==> src/rtl/branch_predict_ctrl.sv <==
// Branch predictor and PC-select control: 2-bit saturating counter table read in IF,
// resolved in ID with redirect/flush generation and branch statistics.
module branch_predict_ctrl #(
  parameter int         IDX_W      = 4,
  parameter int         PC_W       = 32,
  parameter int         CNT_W      = 16,
  parameter logic [1:0] INIT_STATE = 2'b01
) (
  input  logic             clk,
  input  logic             rst_n,
  input  logic [5:0]       if_opcode,
  input  logic [PC_W-1:0]  if_pc,
  input  logic [5:0]       id_opcode,
  input  logic             is_jr,
  input  logic             zero_flag,
  input  logic             stall,
  input  logic             stat_clr,
  output logic [2:0]       pc_src,
  output logic             IF_flush,
  output logic             pred_taken,
  output logic [CNT_W-1:0] br_count,
  output logic [CNT_W-1:0] mispred_count
);

  localparam int         ENTRIES = 1 << IDX_W;
  localparam logic [5:0] OP_BEQ  = 6'b000100;
  localparam logic [5:0] OP_BNE  = 6'b000101;
  localparam logic [5:0] OP_J    = 6'b000010;
  localparam logic [5:0] OP_JAL  = 6'b000011;

  function automatic logic [1:0] sat_ctr(input logic [1:0] c, input logic taken);
    if (taken) return (c == 2'b11) ? c : c + 2'd1;
    else       return (c == 2'b00) ? c : c - 2'd1;
  endfunction

  function automatic logic [CNT_W-1:0] sat_inc(input logic [CNT_W-1:0] v);
    return (&v) ? v : v + {{(CNT_W-1){1'b0}}, 1'b1};
  endfunction

  logic [1:0]       ctr_tbl [ENTRIES];
  logic [IDX_W-1:0] idx_p0;
  logic             is_br_p0;
  logic             unused_pc;

  logic             vld_p1;
  logic             pred_p1;
  logic [IDX_W-1:0] idx_p1;
  logic             is_beq_p1, is_bne_p1;
  logic             resolved_p1, actual_p1, upd_p1;

  // IF stage: table lookup
  assign idx_p0     = if_pc[IDX_W+1:2];
  assign unused_pc  = ^{if_pc[PC_W-1:IDX_W+2], if_pc[1:0]};
  assign is_br_p0   = (if_opcode == OP_BEQ) || (if_opcode == OP_BNE);
  assign pred_taken = is_br_p0 & ctr_tbl[idx_p0][1];

  // ID stage: resolution against the prediction carried in the shadow
  assign is_beq_p1   = (id_opcode == OP_BEQ);
  assign is_bne_p1   = (id_opcode == OP_BNE);
  assign resolved_p1 = vld_p1 & (is_beq_p1 | is_bne_p1);
  assign actual_p1   = (is_beq_p1 & zero_flag) | (is_bne_p1 & ~zero_flag);
  assign upd_p1      = resolved_p1 & ~stall & ~is_jr;

  always_comb begin
    pc_src = 3'b000;
    if (is_jr)                                       pc_src = 3'b011;
    else if (id_opcode == OP_J || id_opcode == OP_JAL) pc_src = 3'b010;
    else if (resolved_p1 && actual_p1 && !pred_p1)   pc_src = 3'b100;
    else if (resolved_p1 && !actual_p1 && pred_p1)   pc_src = 3'b101;
    else if (pred_taken)                             pc_src = 3'b001;
  end

  assign IF_flush = (pc_src == 3'b010) || (pc_src == 3'b011) ||
                    (pc_src == 3'b100) || (pc_src == 3'b101);

  always_ff @(posedge clk or negedge rst_n) begin
    if (!rst_n) begin
      vld_p1  <= 1'b0;
      pred_p1 <= 1'b0;
      idx_p1  <= '0;
    end else if (!stall) begin
      if (IF_flush) begin
        vld_p1 <= 1'b0;
      end else begin
        vld_p1  <= 1'b1;
        pred_p1 <= pred_taken;
        idx_p1  <= idx_p0;
      end
    end
  end

  // Update stage: counter table written with the resolved outcome; reads see the old value
  always_ff @(posedge clk or negedge rst_n) begin
    if (!rst_n) begin
      for (int i = 0; i < ENTRIES; i++) ctr_tbl[i] <= INIT_STATE;
    end else if (upd_p1) begin
      ctr_tbl[idx_p1] <= sat_ctr(ctr_tbl[idx_p1], actual_p1);
    end
  end

  always_ff @(posedge clk or negedge rst_n) begin
    if (!rst_n) begin
      br_count      <= '0;
      mispred_count <= '0;
    end else if (stat_clr) begin
      br_count      <= '0;
      mispred_count <= '0;
    end else if (upd_p1) begin
      br_count <= sat_inc(br_count);
      if (pred_p1 != actual_p1) mispred_count <= sat_inc(mispred_count);
    end
  end

endmodule

==> config.mk <==
export PLATFORM = sky130hd
export DESIGN_NAME = branch_predict_ctrl
export DESIGN_NICKNAME = d
export VERILOG_FILES = /design/src/rtl/branch_predict_ctrl.sv
export SDC_FILE = /design/constraint.sdc
export NUM_CORES = 1
export LEC_CHECK = 0
export CORE_MARGIN = 5
export CORE_UTILIZATION = 46
export DETAILED_ROUTE_END_ITERATION = 6
export GPL_ROUTABILITY_DRIVEN = 0
export PLACE_DENSITY = 0.81
export SYNTH_ARGS = -nofsm -noshare
export SYNTH_HDL_FRONTEND = slang
export SYNTH_SLANG_ARGS = --single-unit
==> constraint.sdc <==
create_clock -name clk -period 2.72 [get_ports clk]
set_input_delay 0.408 -clock clk [delete_from_list [all_inputs] [get_ports clk]]
set_output_delay 0.408 -clock clk [all_outputs]
set_load 0.005 [all_outputs]
After elaboration in Yosys (flattened, before gate mapping)
Cells that the tools add are included.
- register bits after elaboration: 70
- input bits: 50
- output and inout port bits: 37
- logic and storage cells: 102
- add/sub/neg operators: 4
- magnitude comparators: 3
- eq/ne operators: 14
- multiplexer cells: 26
- bitwise logic cells: 14
- reductions and logical operators: 20
- operators by type and width (cell ; count):
    16-bit two-way mux ; 7
    16-bit by 1-bit adder with 16-bit output (second input constant) ; 2
    32-bit bitwise mux ; 1
    16-bit AND reduction ; 2
    6-bit by 3-bit == test with 1-bit output (second input constant) ; 4
    2-bit two-way mux ; 9
    2-bit binary-select mux with 4-bit select ; 2
    6-bit by 2-bit == test with 1-bit output (second input constant) ; 2
    3-bit two-way mux ; 4
    5-bit greater-or-equal comparator (second input constant) ; 2
    4-bit inverter with 5-bit output ; 2
    2-bit demux with 4-bit select ; 1
    1-bit AND ; 6
    3-bit by 2-bit == test with 1-bit output (second input constant) ; 2
    3-bit == test (second input constant) ; 2
    1-bit logical AND ; 5
    1-bit logical OR ; 5
    5-bit by 1-bit < comparator with 1-bit output (second input constant) ; 1
    2-bit inequality test (second input constant) ; 2
    1-bit inverter ; 4
    2-bit AND reduction ; 2
    2-bit nonzero test ; 2
    3-bit AND reduction ; 1
    2-bit by 1-bit adder with 2-bit output (second input constant) ; 1
    other kinds (7) ; 10

Depth between registers and ports, before layout
- depth in word-level cells: 16
- gate-level depth with buffers: 8
- depth with buffers taken out: 6

Least setup slack after synthesis
Ideal clock, no wire load.
- path kind: input -> output
- start: input if_pc[2]
- end: output pc_src[0]
- arrival: 1.786 ns
- data required time: 2.312 ns
- slack: 0.526 ns
- stages: 5
- buffers on the path: 0
- cell sequence: mux4_2 nor2b_1 a211o_1 a32o_1 a221o_1
- longest elaborated chain between the ends: 10
- ends and longest elaborated chain (item ; RTL line ; source):
    start: declaration ; 12 ; input logic [PC_W-1:0] if_pc,
    4-bit inverter with 5-bit output (implied by the code) ; 55 ; assign pred_taken = is_br_p0 & ctr_tbl[idx_p0][1];
    2-bit binary-select mux with 4-bit select ; 55 ;
    2-bit two-way mux (implied by the code) (2 in a row) ; 55 ;
    1-bit AND ; 55 ;
    1-bit two-way mux ; 70 ; else if (pred_taken) pc_src = 3'b001;
    3-bit two-way mux ; 69 ; else if (resolved_p1 && !actual_p1 && pred_p1) pc_src = 3'b101;
    3-bit two-way mux ; 68 ; else if (resolved_p1 && actual_p1 && !pred_p1) pc_src = 3'b100;
    3-bit two-way mux ; 67 ; else if (id_opcode == OP_J || id_opcode == OP_JAL) pc_src = 3'b010;
    3-bit two-way mux ; 66 ; if (is_jr) pc_src = 3'b011;
    end: declaration ; 18 ; output logic [2:0] pc_src,
Every way passes these cells. The select of a mux whose other input is x is not followed.

Worst setup path in the final report
- start: register ctr_tbl[31] (netlist bit)
- end: output pc_src[0]
- longest elaborated chain between the ends: 9
- ends and longest elaborated chain (item ; RTL line ; source):
    start: declaration ; 40 ; logic [1:0] ctr_tbl [ENTRIES];
    start signal: indexed assignment ; 97 ; ctr_tbl[idx_p1] <= sat_ctr(ctr_tbl[idx_p1], actual_p1);
    2-bit binary-select mux with 4-bit select ; 55 ;
    2-bit two-way mux (implied by the code) (2 in a row) ; 55 ;
    1-bit AND ; 55 ;
    1-bit two-way mux ; 70 ;
    3-bit two-way mux ; 69 ;
    3-bit two-way mux ; 68 ;
    3-bit two-way mux ; 67 ;
    3-bit two-way mux ; 66 ;
Every way passes these cells. The select of a mux whose other input is x is not followed.

==> key figures <==
Detailed routing
  • Wire per inst: 17.1 um
  • Via Count: 3184
  • DRT Wirelength: 9130 um
  • 1st-pass router iterations: 4
  • DRT antenna net count: 0
  • # DRC: 0
  • Via density: 5.95
  • Iteration-0 DRC Markers: 138

Min path
  • HP Class: in2async

Timing
  • Clock Skew: 0.0156 ns
  • Share of the clock period used by the worst path: 99.2%
  • Max-slew violations: 0
  • Final Hold Violating Endpoints: 0
  • Crit path time final: 2.70 ns
  • Max transition margin: 57.7%
  • Final setup violation count: 0
  • Max Freq: 0.371 GHz
  • RSZ-0062 raised after global routing: yes
  • Transition time at the pin with the least slew margin: 0.629 ns

Floorplan
  • Initial Utilization: 47.3%
  • I/O Pins: 87
  • Core area: 8260 um^2
  • DIE WIDTH: 102 um
  • Die ar.: 10400 um^2
  • Rows: 33
  • Die Y: 102 um

Clock network
  • CTS max path bufs: 2
  • Root buf cell: clkbuf_8
  • Clock sinks: 70
  • H-tree Lvls: 3
  • Num CTS Buffers: 9
  • Clock transition at path regs: 0.08 ns
  • TritonCTS clock tree: yes
  • Clk_lat worst skew: 0.35 ns

Setup path
  • Setup crit start: ctr_tbl[31]$_DFFE_PN0P_
  • Critical path endpoint: pc_src[0]
  • FF-to-FF End: ctr_tbl[11]$_DFFE_PN0P_
  • Worst reg-to-reg path cell count: 8
  • R2R Path Start: ctr_tbl[31]$_DFFE_PN0P_
  • CP Class: reg2out
  • Worst Setup End Kind: primary output
  • Crit start category: flop
  • CP Max Fanout: 2
  • CP required: 2.31 ns
  • R2R setup slack: 0.28 ns
  • Crit path DAT: 2.29 ns

Run
  • Total of max-cap violations: 0

Global routing
  • Initial antenna violation count: 0
  • Vias in the first global route: 3138
  • Total Routing Usage GR: 18.7%
  • First-pass GRT wire length: 15500 um
  • Largest net degree at the start of global routing: 36
  • Overflow after GRT: 0

Placement
  • Buffers on Ports: 57
  • HPWL Detailed: 6580 um
  • Inst Count DP: 513

Cells and area
  • Area Overhead vs Synth: 25.0%
  • Nets: 477
  • Final core occ: 59.1%
  • Share of layout cells above drive strength 1: 26.5%
  • N_diodes: 0
  • Count of non-filler cells in the finished layout: 535

Synthesis
  • Syn nets: 407
  • Syn Area/Cell: 11.0 um^2
  • Cell variety after synth: 51
  • Post-synth EDFFs: 0
  • Post-synthesis sequential area ratio: 45.4%
  • Synthesized area: 3910 um^2
  • Ys async rst share: 100%
  • YS warnings: 0
  • Ys flop type: dfrtp_1
  • Seq cells post-synth: 70
  • Post-Syn Instances: 355

Status
  • Status: complete, no violations

Power
  • Maximum vdd ir drop: 236 uV
  • Leak pwr: 2.00 nW
  • Pwr Density: 420 nW/um^2
==> how the worst min path moves through the flow <==
| stage | startpoint | end | slack, ns |
|---|---|---|---|
| floorplan | rst_n | br_count[0]$_DFFE_PN0P_ | 0.11 |
| finish | rst_n | br_count[11]$_DFFE_PN0P_ | 0.51 |
| global route | rst_n | br_count[4]$_DFFE_PN0P_ | 0.55 |
| detailed placement | rst_n | br_count[11]$_DFFE_PN0P_ | 0.37 |
| global placement | rst_n | br_count[11]$_DFFE_PN0P_ | 0.36 |
| CTS | rst_n | br_count[11]$_DFFE_PN0P_ | 0.52 |
==> layout make-up <==
type | count | area (um^2)
fillers | 676 | 3380
multi-input cells | 258 | 2020
flip-flops and latches | 70 | 1770
repair buffers | 79 | 751
clock buffers | 11 | 151
well taps | 105 | 131
clock inverters | 5 | 33.8
inverters | 7 | 26.3
==> metal layers <==
metal | global-route usage, % | vias up | part of all wire, %
met5 | 0 | - | 0
met4 | 7.06 | 0 | 1.8
met3 | 3.75 | 18 | 5.3
met2 | 30.5 | 107 | 49
met1 | 24.7 | 1581 | 43
li1 | - | 1478 | -
==> report_power, final <==
part | leakage (nW) | internal, W | total [W] | switching, W
clock network | 0.0913 | 0.000379 | 0.000788 | 0.000409
registers | 0.909 | 0.00105 | 0.00109 | 0.0000339
logic | 1.00 | 0.0000884 | 0.000176 | 0.0000873
total | 2.00 | 0.00152 | 0.00205 | 0.000531
==> flip-flops by register name, summed over array words and instances, names as in the netlist <==
register	flops
br_count	16
ctr_tbl	32
idx_p1	4
mispred_count	16
pred_p1	1
vld_p1	1
==> worst max-delay path, stage by stage (launching register included) <==
cell	delay [ns]
dfrtp_1	0.40
mux4_2	0.46
nor2b_4	0.13
a211o_1	0.28
a32o_1	0.22
a221o_1	0.31
buf_2	0.13
==> cell usage in the layout, fill, tap and decap left out, types with 2 or more instances in the layout <==
| cell type | count |
|---|---|
| a211oi_1 | 5 |
| a21oi_1 | 16 |
| a311oi_1 | 2 |
| a41o_1 | 2 |
| and3_1 | 7 |
| and4_1 | 5 |
| buf_12 | 2 |
| buf_2 | 2 |
| buf_4 | 19 |
| clkbuf_8 | 11 |
| clkdlybuf4s50_1 | 52 |
| clkinv_2 | 2 |
| clkinvlp_4 | 2 |
| dfrtp_1 | 54 |
| dfstp_2 | 16 |
| dlygate4sd2_1 | 2 |
| ha_1 | 2 |
| inv_1 | 7 |
| maj3_2 | 2 |
| mux2_2 | 38 |
| mux2i_1 | 3 |
| mux4_2 | 12 |
| nand2_1 | 25 |
| nand2b_1 | 4 |
| nand3_1 | 17 |
| nand3b_1 | 2 |
| nand4_1 | 5 |
| nor2_1 | 33 |
| nor2b_1 | 5 |
| nor3_1 | 4 |
| nor4_1 | 2 |
| o2111ai_1 | 3 |
| o21ai_0 | 2 |
| o31ai_1 | 13 |
| or2_2 | 2 |
| or3_1 | 3 |
| or4_1 | 15 |
| xnor2_1 | 6 |
| xor2_1 | 6 |
==> stage by stage <==
stage / setup TNS [ns] / setup WS [ns] / area (um^2) / hold slack (ns) / total power (W)
after floorplan: 0 / 0.526 / 3910 / 0.112 / 0.00119
after global placement: -0.879 / -0.567 / 4640 / 0.361 / 0.00127
after detailed placement: -0.920 / -0.588 / 4640 / 0.370 / 0.00128
after CTS: 0 / 0.00976 / 4860 / 0.517 / 0.00206
after global routing: -0.0349 / -0.0349 / 4880 / 0.548 / 0.00213
final: 0 / 0.0227 / 4880 / 0.510 / 0.00205
==> logic make-up (layout without fill, tap and decap cells) <==
kind of cell,Yosys count,count (layout),share of synthesized area (%)
flip-flops,70,70,45.4
XOR/XNOR,13,13,2.91
buffers and inverters,27,102,3.56
AND/OR/NAND/NOR,134,134,18.1
multiplexers,53,53,18.6
AO/OA/AOI/OAI,54,54,10.2
adder cells (fa/ha/maj),4,4,1.22
==> cell usage after synthesis, types with 4 or more instances <==
library cell,count,area (um^2)
nor3_1,4,20.0
nand2b_1,4,25.0
nand4_1,5,31.3
o31ai_1,13,97.6
nand2_1,25,93.8
mux4_2,12,270
dfstp_2,16,420
xnor2_1,6,52.6
nand3_1,17,85.1
clkbuf_1,12,45.0
nor2b_1,6,37.5
or4_1,15,113
xor2_1,7,61.3
a21oi_1,16,80.1
and4_1,5,43.8
a211oi_1,5,37.5
nor2_1,33,124
dfrtp_1,54,1350
mux2_2,38,428
and3_1,7,43.8
inv_1,7,26.3
==> repair_timing <==
item / CTS / global route
hold buffers: 1 / 0
endpoints found under the hold margin: 16 / 0
endpoints found under the setup margin: 2 / 3
pin swaps: 2 / 2
resized for setup: 9 / 2
setup buffers: 4 / 1
(Power assumes the default switching activity.)
